File: config.mk
export PLATFORM = sky130hd
export DESIGN_NAME = note_tone_gen_flat
export DESIGN_NICKNAME = d
export VERILOG_FILES = /design/src/rtl/note_tone_gen_if.sv /design/src/rtl/note_tone_gen.sv /design/src/flat_wrapper.sv
export SDC_FILE = /design/constraint.sdc
export NUM_CORES = 1
export LEC_CHECK = 0
export CORE_UTILIZATION = 35
export DETAILED_ROUTE_END_ITERATION = 8
export GPL_ROUTABILITY_DRIVEN = 0
export HOLD_SLACK_MARGIN = 0.08
export PLACE_DENSITY = 0.57
export SLEW_MARGIN = 20
export SYNTH_ARGS = -nofsm -noshare
export SYNTH_HDL_FRONTEND = slang
export SYNTH_SLANG_ARGS = --single-unit
export TNS_END_PERCENT = 30
File: constraint.sdc
create_clock -name clk -period 5.15 [get_ports clk]
set_input_delay 1.03 -clock clk [delete_from_list [all_inputs] [get_ports clk]]
set_output_delay 1.03 -clock clk [all_outputs]
set_load 0.03 [all_outputs]
File: src/rtl/note_tone_gen_if.sv
// ============================================================================
// Module  : note_tone_gen_if
// Brief   : Note request / speaker output bundle for the square-wave tone generator.
// Revision: 1.0
// ============================================================================
`default_nettype none

interface note_tone_gen_if #(
    parameter int W = 27
);
    logic [W-1:0] note;
    logic         enable;
    logic         audio_out;
    logic         note_active;
    logic         note_changed;

    modport master (
        output note,
        output enable,
        input  audio_out,
        input  note_active,
        input  note_changed
    );

    modport slave (
        input  note,
        input  enable,
        output audio_out,
        output note_active,
        output note_changed
    );
endinterface

`default_nettype wire

File: src/rtl/note_tone_gen.sv
// ============================================================================
// Module  : note_tone_gen
// Brief   : Glitch-free square-wave tone generator; note is a half-period in clk cycles.
// Revision: 1.0
// ============================================================================
`default_nettype none

module note_tone_gen #(
    parameter int W        = 27,
    parameter int MIN_HALF = 2
) (
    input  logic            clk,
    input  logic            reset,
    note_tone_gen_if.slave  bus
);
    typedef enum logic [0:0] {
        IDLE = 1'b0,
        PLAY = 1'b1
    } state_t;

    state_t       state, state_nx;
    logic [W-1:0] note_q, note_q_nx;
    logic [W-1:0] cnt, cnt_nx;
    logic [W-1:0] note_clamped;
    logic         audio, audio_nx;
    logic         changed, changed_nx;

    always_comb begin
        note_clamped = bus.note;
        if (bus.note != '0 && bus.note < W'(MIN_HALF))
            note_clamped = W'(MIN_HALF);
    end

    always_ff @(posedge clk) begin
        if (reset) begin
            state   <= IDLE;
            note_q  <= '0;
            cnt     <= '0;
            audio   <= 1'b0;
            changed <= 1'b0;
        end else begin
            state   <= state_nx;
            note_q  <= note_q_nx;
            cnt     <= cnt_nx;
            audio   <= audio_nx;
            changed <= changed_nx;
        end
    end

    // Mute outranks the boundary logic; a note change is only looked at when cnt hits 0.
    always_comb begin
        state_nx   = state;
        note_q_nx  = note_q;
        cnt_nx     = cnt;
        audio_nx   = audio;
        changed_nx = 1'b0;
        if (!bus.enable) begin
            state_nx  = IDLE;
            note_q_nx = '0;
            cnt_nx    = '0;
            audio_nx  = 1'b0;
        end else begin
            case (state)
                IDLE: begin
                    if (bus.note != '0) begin
                        state_nx   = PLAY;
                        note_q_nx  = note_clamped;
                        cnt_nx     = note_clamped - W'(1);
                        audio_nx   = 1'b1;
                        changed_nx = 1'b1;
                    end
                end
                PLAY: begin
                    if (cnt != '0) begin
                        cnt_nx = cnt - W'(1);
                    end else if (bus.note == '0) begin
                        state_nx  = IDLE;
                        note_q_nx = '0;
                        audio_nx  = 1'b0;
                    end else begin
                        audio_nx = ~audio;
                        cnt_nx   = note_clamped - W'(1);
                        if (note_clamped != note_q) begin
                            note_q_nx  = note_clamped;
                            changed_nx = 1'b1;
                        end
                    end
                end
                default: begin
                    state_nx = IDLE;
                end
            endcase
        end
    end

    assign bus.audio_out    = audio;
    assign bus.note_active  = (state == PLAY);
    assign bus.note_changed = changed;

endmodule

`default_nettype wire

File: src/flat_wrapper.sv
// flat-port wrapper written by rule: the top's interface ports become plain ports
module note_tone_gen_flat 
#(
    parameter int W        = 27,
    parameter int MIN_HALF = 2
)
  (clk, reset, bus_note, bus_enable, bus_audio_out, bus_note_active, bus_note_changed);
  note_tone_gen_if #(.W(W)) bus_i ();
  input  logic clk;
  input  logic reset;
  input wire logic [$bits(bus_i.note)-1:0] bus_note;
  input wire logic [$bits(bus_i.enable)-1:0] bus_enable;
  output wire logic [$bits(bus_i.audio_out)-1:0] bus_audio_out;
  output wire logic [$bits(bus_i.note_active)-1:0] bus_note_active;
  output wire logic [$bits(bus_i.note_changed)-1:0] bus_note_changed;
  assign bus_i.note = bus_note;
  assign bus_i.enable = bus_enable;
  assign bus_audio_out = bus_i.audio_out;
  assign bus_note_active = bus_i.note_active;
  assign bus_note_changed = bus_i.note_changed;
  note_tone_gen #(.W(W), .MIN_HALF(MIN_HALF)) u_core (.clk(clk), .reset(reset), .bus(bus_i));
endmodule
-- Word level (Yosys, flattened, before mapping)
Index checks and enable logic that the tools add are counted.
- register bits after elaboration: 57
- input port bits: 30
- word-level logic and storage cells: 46
- add/subtract/negate cells: 2
- $lt $le $gt $ge: 1
- equal/unequal tests: 5
- mux-type cells: 22
- bitwise operators: 3
- reductions and logical operators: 8
- operators by type and width (kind ; number):
    27-bit two-way mux ; 8
    27-bit one-hot mux with 2 select lines ; 2
    27-bit nonzero test ; 2
    27-bit by 1-bit subtractor with 27-bit output, second input constant ; 2
    27-bit logical NOT ; 1
    27-bit by 2-bit less-than comparator with 1-bit output, second input constant ; 1
    27-bit inequality test ; 1
    1-bit two-way mux ; 9
    3-bit inequality test, second input constant ; 2
    1-bit one-hot mux with 2 select lines ; 3
    2-bit AND reduction ; 2
    1-bit NOT ; 3
    3-bit AND reduction ; 1
    2-bit by 1-bit inequality test with 1-bit output, second input constant ; 1
    2-bit inequality test, second input constant ; 1
    2-bit OR reduction ; 1
    1-bit logical AND ; 1

-- Logic depth before layout (Yosys ltp)
Gate-level depths: netlist of the first run.
- depth after elaboration: 8
- gate-level depth with buffers: 16
- gate-level depth less buffers: 11

-- Worst setup path before layout of the first run
No wires, ideal clock.
- kind: input to register
- start point: in bus_note[5]
- end point: reg u_core.cnt[16]
- library setup time: 0.115 ns
- arrival time: 4.456 ns
- required time: 5.035 ns
- path slack: 0.579 ns
- stages on the path: 16
- buffers on the path: 5
- cell sequence: clkbuf_1 -> or4_1 -> buf_2 -> or2_1 -> buf_6 -> nor3_1 -> nand2b_1 -> ha_1 -> or4b_1 -> clkbuf_1 -> or4_1 -> clkbuf_1 -> nor3_1 -> xnor2_1 -> o22ai_1 -> o21a_1
- cells in the longest elaborated chain, start to end: 7
- elaborated cells between the ends (all ways): 13
- ends and longest elaborated chain (what ; RTL line ; source):
    start, declared ; flat_wrapper.sv:11 ; input wire logic [$bits(bus_i.note)-1:0] bus_note;
    27-bit by 2-bit less-than comparator with 1-bit output or 27-bit nonzero test (tied branches) ; note_tone_gen.sv:30, note_tone_gen.sv:65 ;
    1-bit logical AND ; note_tone_gen.sv:30 ; if (bus.note != '0 && bus.note < W'(MIN_HALF))
    27-bit two-way mux ; note_tone_gen.sv:30 ;
    27-bit by 1-bit subtractor with 27-bit output ; note_tone_gen.sv:68, note_tone_gen.sv:82 ;
    27-bit two-way mux ; note_tone_gen.sv:76 ; end else if (bus.note == '0) begin
    27-bit two-way mux ; note_tone_gen.sv:74 ; if (cnt != '0) begin
    27-bit one-hot mux with 2 select lines ; note_tone_gen.sv:63 ; case (state)
    end signal, assigned ; note_tone_gen.sv:44 ; cnt <= cnt_nx;
    end, declared ; note_tone_gen.sv:23 ; logic [W-1:0] cnt, cnt_nx;
Parallel ways exist; a longest one is shown, timed or not. The select of a mux whose other input is x is not followed.
A chain may end at the register's enable or synchronous reset.

-- Worst setup path after layout of the first run
- start point: in bus_note[17]
- end point: reg u_core.cnt[24]
Same word-level chain as after synthesis.

==> results of run 1 <==
worst paths after layout:
kind	from	end	slack, ns	cells after the start
worst max register to register	u_core.cnt[0]	u_core.note_q[0]	1.66	10
worst min-delay path	u_core.cnt[10]	u_core.cnt[10]	0.48	2
worst max-delay path	bus_note[17]	u_core.cnt[24]	0.57	12
worst min register to register	u_core.cnt[10]	u_core.cnt[10]	0.48	2
sequential cells by signal, summed over array words and instances (netlist names):
signal,count
u_core.cnt,27
u_core.bus.note_changed,1
u_core.note_q,27
u_core.bus.audio_out,1
u_core.bus.note_active,1
metrics by stage:
step | hold slack (ns) | worst slack [ns] | area, µm² | cells | utilization
floorplan | 0.442 | 0.579 | 3690 | 477 | -
global placement | 0.456 | 0.315 | 4260 | 637 | 0.414
detailed placement | 0.468 | 0.229 | 4260 | 637 | 0.414
CTS | 0.480 | 0.583 | 4440 | 653 | 0.432
global route | 0.499 | 0.274 | 4440 | 653 | 0.432
finish | 0.478 | 0.569 | 4440 | 653 | 0.432
critical path, delay by kind of cell:
family / cells / cell delay, ns
buffers and inverters: 1 / 0.53
adders and majority gates: 1 / 0.21
AOI/OAI and AO/OA: 2 / 0.31
and+or+nand+nor: 8 / 2.75
per-layer routing:
metal / vias to the layer above / global-route usage / wire length [µm]
li1: 1845 / - / -
met1: 1795 / 0.295 / 5170
met2: 125 / 0.353 / 5320
met3: 30 / 0.0393 / 647
met4: 0 / 0.103 / 446
met5: - / 0 / 0
cells in the mapped netlist, types with 2 or more instances:
library cell and number:
dfxtp_1 57, a21oi_1 46, nand3_1 40, nor2_1 35, o21ai_0 33, clkbuf_1 28, xnor2_1 27, nand2_1 21
xor2_1 21, nor3_1 18, nor4_1 15, or4_1 14, a31oi_1 9, nand4_1 8, o211ai_1 8, buf_2 7
inv_1 6, nand2b_1 6, or2_2 6, a2bb2oi_1 5, or3_1 5, a211oi_1 4, nand4b_1 3, nor3b_1 3
o311ai_0 3, a221oi_1 2, a22oi_1 2, a311oi_1 2, and4_1 2, buf_4 2, clkbuf_2 2, ha_1 2
mux2i_1 2, nor2b_1 2, o21a_1 2, o22ai_1 2, o32a_1 2, or4b_1 2
kinds of logic (layout without fill, tap and decap cells):
kind of cell,after synthesis,in the layout,synth area share
multiplexers,2,2,0.00542
AO/OA/AOI/OAI,134,134,0.236
AND/OR/NAND/NOR,187,187,0.274
adder cells (fa/ha/maj),2,2,0.00678
XOR/XNOR,48,48,0.114
buffers and inverters,47,87,0.0549
flip-flops,57,57,0.309
report_power, final:
part           internal (µW)  switching, µW  total, µW  leakage (µW)
clock network            236            183        419     0.0000974
registers                462           18.7        481      0.000467
logic                    103            142        245       0.00102
total                    802            343       1140       0.00158
cell usage in the layout (no fill, tap or decap), drive strengths merged, types with 3 or more instances in the layout:
cell            n
a211oi          4
o21ai          35
dfxtp          57
nor3           18
nor2           36
xnor2          27
nand2          21
nor4           16
clkdlybuf4s50  32
o311ai          3
o211ai          8
buf            33
xor2           21
nand4           8
nor3b           3
inv             6
nand3          40
clkbuf         13
or2             7
or4            14
or3             5
a31oi          10
nand4b          3
a21oi          46
nand2b          6
a2bb2oi         5
cell type report:
class	count	area share
clock buffer	13	0.0335
timing repair buffer	65	0.128
clock inverter	3	0.00901
inverter	6	0.00507
tap	136	0.0383
multi-input combinational	373	0.530
sequential	57	0.257
==> metrics, run 1 <==
H-tree depth 3; DRT iter0 DRCs 165; Cells after Synth between 400 and 500; clk sinks 57; Synth cell types 61; RSZ-0062 raised after global routing no; post-synthesis async set-or-reset flop share 0; critical path class primary input to flop; I/O Pins 33; period utilization 0.890; n_diodes 0; CP max stage cell or4_1; leakage power 0.00158 µW; total grt overflow 0; routed wire length 11,600 µm; Post-synth EDFFs 0; Die ar. 11,000 µm²; hold buffers post-CTS 0; DP HPWL approximately 8600 µm; share of layout cells above drive strength 1 0.122; Seq cells post-synth 57; synthesized area 3690 µm²; area of the core between 10,000 and 15,000 µm²; P&R area growth vs syn 20.4%; Setup Skew 0.00836 ns; maximum vdd drop 0.118 mV; total power 1140 µW; GRT Util Overall 0.223; area leader, netlist dfxtp_1; Mean Syn Cell Area 7.74 µm²; Wirelength per Cell 17.7 µm; first-pass GRT wire length 19,300 µm; Max-cap violations 0; Root Buffer clkbuf_8; Top FF cell, synth dfxtp_1; post-cts sizing count 0; fmax 218 MHz; Finish-stage setup viols 0; Worst Setup End Kind flop; initial antenna violation count 0; Max Buffers Root-to-Sink 2; Nets between 500 and 600; synth warn 0; CP required 5.42 ns; drt pass-1 iters 5; TritonCTS clock tree built; Final Hold Viols 0; Setup TNS 0 ns; Yosys top cell area share 0.309; Worst-Margin Slew 0.805 ns; std cell rows 37; Multi-input gate area 2350 µm²; CP cell instances clkdlybuf4s50_1 -> nor4_1 -> nand4_1 -> nor3_1 -> nand2b_1 -> ha_1 -> or4b_1 -> or4_1 -> nor3_1 -> nand3b_1 -> a21o_1 -> a31oi_1; Max FO, Critical Path 7; Slew Viols, Final 0; main area contributors after synthesis dfxtp_1 31%, xnor2_1 6.4%, a21oi_1 6.2%, nand3_1 5.4%, xor2_1 5.0%; Inserted Clock Buffers 9; routed vias/inst 5.81; synthesized net count about 500; status completed; DRC viols 0; pin count of the biggest net entering global routing 35; via count roughly 3,800; PortBufs 32; pwr dens 258 nW/µm²; Final ANT Viol Nets 0; Post-CTS Setup Inserts 0; slowest stage delay, CP 0.58 ns; clk_lat worst skew 0.34 ns; final-layout fill cell count 1,082; Initial Utilization 0.359; post-layout min period 4.58 ns; Critical Path Source Type primary input; critical path arrival 4.85 ns; vias in the first global route 3,671; most frequent CP cell nor3_1; Die Y-Extent 105 µm; Slew Limit Headroom 0.463; Die X 105 µm; HP Class flop to flop; Register Area ~1100 µm²; Seq/Total Area, Yosys 0.309; Clock Pin Slew Worst Setup and Hold Paths roughly 0.070 ns
Power figures use the tool's default switching activity.
==> run 2: changes to the inputs <==
Settings changed: REMOVE_ABC_BUFFERS from default to 1.
==> run 2 against run 1 <==
  * Non-clock buffer count down 2
  * Via count fell by 0.58%
  * Total power increased by 3.0%
  * Clock power increased by 7.9%
  * Wire length up 1.6%
  * Utilization about the same
  * Final cell count down 0.31%
==> metrics, run 2 (synthesized netlist as in run 1, its figures left out) <==
n_diodes 0 (unchanged); Max Buffers Root-to-Sink 2 (unchanged); GRT Util Overall 0.222 (was 0.223); vias in the first global route 3,607 (was 3,671); H-tree depth 3 (unchanged); via count 3,773 (was 3,795); first-pass GRT wire length 19,000 µm (was 19,300 µm); initial antenna violation count 0 (unchanged); Initial Utilization 0.359 (unchanged); fmax 224 MHz (was 218 MHz); status completed (unchanged); Buf/Inv on CP 1 (unchanged); Die X 105 µm (unchanged); area of the core 10,300 µm² (unchanged); most common cell after layout, fill and taps aside dfxtp_1 (unchanged); Worst-Margin Slew 0.884 ns (was 0.805 ns); routed vias/inst 5.80 (was 5.81); Final ANT Viol Nets 0 (unchanged); leakage power 0.00158 µW (about the same); routed wire length 11,800 µm (was 11,600 µm); share of layout cells above drive strength 1 0.120 (was 0.122); Max FO, Critical Path 7 (unchanged); Clock Pin Slew Worst Setup and Hold Paths 0.06 ns (was 0.07 ns); pin count of the biggest net entering global routing 34 (was 35); Finish-stage setup viols 0 (unchanged); RSZ-0062 raised after global routing no (unchanged); commonest non-fill, non-tap cells in the layout 57 x dfxtp_1, 45 x a21oi_1, 40 x nand3_1 (unchanged); Setup Skew 0.00684 ns (was 0.00836 ns); period utilization 0.866 (was 0.890); Slew Viols, Final 0 (unchanged); post-layout min period 4.46 ns (was 4.58 ns); Critical Path Source Type primary input (unchanged); Worst path top cell family by delay simple AND/OR/NAND/NOR gates (unchanged); critical path arrival 4.71 ns (was 4.85 ns); Post-CTS Setup Inserts 0 (unchanged); PortBufs 32 (unchanged); Nets 542 (was 544); TritonCTS clock tree built (unchanged); Largest regs u_core.cnt (27), u_core.note_q (27) (unchanged); final core utilization 0.433 (was 0.432); Worst Setup End Kind flop (unchanged); maximum vdd drop 0.157 mV (was 0.118 mV); Die Y-Extent 105 µm (unchanged); Inserted Clock Buffers 9 (unchanged); post-cts sizing count 0 (unchanged); HP Class flop to flop (unchanged); CP max stage cell or4_1 (unchanged); Setup TNS 0 ns (unchanged); std cell rows 37 (unchanged); CP cell instances clkdlybuf4s50_1 -> nor4_1 -> nand4_1 -> nor3_1 -> nand2b_1 -> ha_1 -> or4b_1 -> or4_1 -> nor3_1 -> xnor2_1 -> o22ai_1 -> o21a_1 (was clkdlybuf4s50_1 -> nor4_1 -> nand4_1 -> nor3_1 -> nand2b_1 -> ha_1 -> or4b_1 -> or4_1 -> nor3_1 -> nand3b_1 -> a21o_1 -> a31oi_1); Root Buffer clkbuf_8 (unchanged); DRC viols 0 (unchanged); final-layout fill cell count 1,085 (was 1,082); slowest stage delay, CP 0.58 ns (about the same); P&R area growth vs syn 20.5% (was 20.4%); clk_lat worst skew 0.35 ns (was 0.34 ns); pwr dens 265 nW/µm² (was 258 nW/µm²); drt pass-1 iters 6 (was 5); CP required 5.39 ns (was 5.42 ns); DP HPWL 8640 µm (was 8590 µm); Slew Limit Headroom 0.411 (was 0.463); Die ar. 11,000 µm² (unchanged); Final Hold Viols 0 (unchanged); critical path class primary input to flop (unchanged); hold buffers post-CTS 0 (unchanged); Wirelength per Cell 18.1 µm (was 17.7 µm); total grt overflow 0 (unchanged); most frequent CP cell nor3_1 (unchanged); Max-cap violations 0 (unchanged); DRT iter0 DRCs 205 (was 165); clk sinks 57 (unchanged); I/O Pins 33 (unchanged)
[run 2: path summary, 6_finish.rpt]
kind,cells past startpoint,slack [ns],to,startpoint
worst max register to register,10,1.65,u_core.note_q[0],u_core.cnt[0]
worst max-delay path,12,0.69,u_core.cnt[16],bus_note[17]
worst min-delay path,2,0.49,u_core.cnt[10],u_core.cnt[10]
worst min register to register,2,0.49,u_core.cnt[10],u_core.cnt[10]
[run 2: layer usage]
metal  wire [µm]  vias to the layer above  GRT usage
met5           0                        -          0
met4         229                        0     0.0946
met3         630                       23     0.0306
met2        5480                      126      0.352
met1        5420                     1786      0.300
li1            -                     1838          -
[run 2: final cells by class]
| class | count | area (µm²) | area share |
|---|---|---|---|
| clock buffer | 14 | 173 | 0.0388 |
| clock inverter | 2 | 35.0 | 0.00788 |
| inverter | 6 | 22.5 | 0.00506 |
| multi-input combinational | 373 | 2350 | 0.529 |
| sequential | 57 | 1140 | 0.257 |
| tap | 136 | 170 | 0.0383 |
| timing repair buffer | 63 | 553 | 0.124 |
[run 2: per-stage QoR]
stage	area, µm²	hold slack, ns	power (µW)	instances	setup WS, ns
after global routing	4450	0.511	1230	651	0.266
final	4450	0.486	1180	651	0.689
after CTS	4450	0.485	1180	651	0.714
after global placement	4240	0.452	730	635	0.375
after detailed placement	4240	0.474	733	635	0.350
after floorplan	3510	0.442	625	436	0.726
[run 2: worst min-delay path, cell delays in order (launching register included)]
cell and delay [ns]:
dfxtp_1 0.32, nand3_1 0.06, a21oi_1 0.06
[run 2: power by group]
group | total (µW) | switching, µW | internal, µW
sequential | 482 | 19.3 | 462
clock | 452 | 189 | 263
combinational | 245 | 143 | 102
total | 1180 | 351 | 827
==> run 3: changes to the inputs <==
Settings changed: CTS_BUF_LIST from default to sky130_fd_sc_hd__clkbuf_4 sky130_fd_sc_hd__clkbuf_8 sky130_fd_sc_hd__clkbuf_16, PLACE_DENSITY 0.57 to 0.5.
==> run 3 against run 2 <==
  * Count of clock-buffer cells in the layout shrank 1
  * Sequential power is essentially flat
  * Sequential share of layout area shrank 0.065 points
  * Total power shrank 4.5%
  * Global-route usage grew 0.56 points
  * Fmax shrank 1.2%
==> metrics, run 3 (synthesized netlist as in run 1, its figures left out) <==
status completed (unchanged); Setup Skew 0.0128 ns (was 0.00684 ns); GRT Util Overall 0.227 (was 0.222); most common cell after layout, fill and taps aside dfxtp_1 (unchanged); Worst Setup End Kind flop (unchanged); post-layout min period 4.52 ns (was 4.46 ns); CP cell instances clkdlybuf4s50_1 -> or4_1 -> or2_1 -> nor3_1 -> nand2b_1 -> ha_1 -> or4b_1 -> or4_1 -> nor3_1 -> xnor2_1 -> o22ai_1 -> o21a_1 (was clkdlybuf4s50_1 -> nor4_1 -> nand4_1 -> nor3_1 -> nand2b_1 -> ha_1 -> or4b_1 -> or4_1 -> nor3_1 -> xnor2_1 -> o22ai_1 -> o21a_1); first-pass GRT wire length 19,200 µm (was 19,000 µm); r2r setup slk 1.70 ns (was 1.65 ns); Place WS 0.277 ns (was 0.350 ns); share of layout cells above drive strength 1 0.133 (was 0.120); DRC viols 0 (unchanged); Max Buffers Root-to-Sink 2 (unchanged); DP HPWL 8910 µm (was 8640 µm); Max-cap violations 0 (unchanged); RSZ-0062 raised after global routing no (unchanged); FF-to-FF End u_core.cnt[16] (was u_core.note_q[0]); maximum vdd drop 0.111 mV (was 0.157 mV); via count 3,707 (was 3,773); Wirelength per Cell 18.1 µm (about the same); Post-CTS Setup Inserts 0 (unchanged); Initial Utilization 0.359 (unchanged); drt pass-1 iters 4 (was 6); Die ar. 11,000 µm² (unchanged); Inserted Clock Buffers 9 (unchanged); routed wire length 11,900 µm (was 11,800 µm); Slew Limit Headroom 0.465 (was 0.411); Critical Path Source Type primary input (unchanged); CP required 5.40 ns (was 5.39 ns); Setup TNS 0 ns (unchanged); Largest regs u_core.cnt (27), u_core.note_q (27) (unchanged); Root Buffer clkbuf_8 (unchanged); Final Hold Viols 0 (unchanged); Nets 547 (was 542); commonest non-fill, non-tap cells in the layout 57 x dfxtp_1, 45 x a21oi_1, 40 x nand3_1 (unchanged); post-cts sizing count 0 (unchanged); post-route setup slack 0.634 ns (was 0.689 ns); slowest stage delay, CP 0.59 ns (was 0.58 ns); I/O Pins 33 (unchanged); clk sinks 57 (unchanged); Clock Pin Slew Worst Setup and Hold Paths 0.07 ns (was 0.06 ns); area of the core 10,300 µm² (unchanged); routed vias/inst 5.65 (was 5.80); Slew Viols, Final 0 (unchanged); hold_ws 0.486 ns (about the same); Final ANT Viol Nets 0 (unchanged); TritonCTS clock tree built (unchanged); P&R area growth vs syn 20.8% (was 20.5%); Max FO, Critical Path 7 (unchanged); vias in the first global route 3,566 (was 3,607); Worst-Margin Slew 0.802 ns (was 0.884 ns); crit path capture u_core.cnt[16] (unchanged); critical path arrival 4.77 ns (was 4.71 ns); Die Y-Extent 105 µm (unchanged); clk_lat worst skew 0.36 ns (was 0.35 ns); hold buffers post-CTS 0 (unchanged); std cell rows 37 (unchanged); R2R cell count 9 (was 10); period utilization 0.877 (was 0.866); DRT iter0 DRCs 232 (was 205); pwr dens 252 nW/µm² (was 265 nW/µm²); n_diodes 0 (unchanged); initial antenna violation count 0 (unchanged); critical path class primary input to flop (unchanged); Finish-stage setup viols 0 (unchanged); Die X 105 µm (unchanged); H-tree depth 3 (unchanged); total grt overflow 0 (unchanged); Critical Path Source bus_note[6] (was bus_note[17]); pin count of the biggest net entering global routing 36 (was 34); fmax 221 MHz (was 224 MHz); final-layout fill cell count 1,085 (unchanged); reg2reg start u_core.cnt[0] (unchanged); leakage power 0.00160 µW (was 0.00158 µW); PortBufs 32 (unchanged); HP Class flop to flop (unchanged); CP max stage cell or4_1 (unchanged)
## run 3: metal layers
layer  GRT usage  routed length, µm  vias up
li1            -                  -     1851
met1       0.300               5600     1742
met2       0.368               5460       93
met3      0.0324                547       21
met4       0.103                296        0
met5           0                  0        -
## run 3: layout make-up
type,instances,area (µm²),share of cell area
Timing Repair Buffer,68,591,0.132
Sequential cell,57,1140,0.256
Clock buffer,13,166,0.0373
Inverter,6,22.5,0.00505
Clock inverter,3,15.0,0.00337
Multi-Input combinational cell,373,2350,0.528
Tap cell,136,170,0.0382
## run 3: where the power goes
| part | internal [µW] | leakage (µW) | switching, µW |
|---|---|---|---|
| combinational | 104 | 0.00103 | 143 |
| sequential | 462 | 0.000467 | 19.2 |
| clock | 209 | 0.000100 | 188 |
## run 3: worst min-delay path by stage
| stage | depth (start not counted) | start | endpoint |
|---|---|---|---|
| 6_report | 1 | u_core.bus.audio_out | u_core.bus.audio_out |
| 5_1_grt | 1 | u_core.bus.audio_out | u_core.bus.audio_out |
| 4_1_cts | 2 | u_core.cnt[10] | u_core.cnt[10] |
| 3_5_place_dp | 2 | u_core.cnt[10] | u_core.cnt[10] |
| 3_3_place_gp | 2 | u_core.cnt[10] | u_core.cnt[10] |
| 2_1_floorplan | 2 | u_core.cnt[10] | u_core.cnt[10] |
## run 3: per-stage QoR
stage	instance area, µm²	instances	total power, µW	utilization
floorplan	3510	436	625	-
global placement	4280	640	734	0.416
detailed placement	4280	640	736	0.416
CTS	4460	656	1130	0.434
global route	4460	656	1180	0.434
finish	4460	656	1130	0.434
## run 3: critical path: cells and delay by family
kind | cells | cell delay [ns]
simple gates | 7 | 2.56
buf+inv | 1 | 0.51
compound gates | 2 | 0.31
fa+ha+maj | 1 | 0.20
xor+xnor | 1 | 0.16
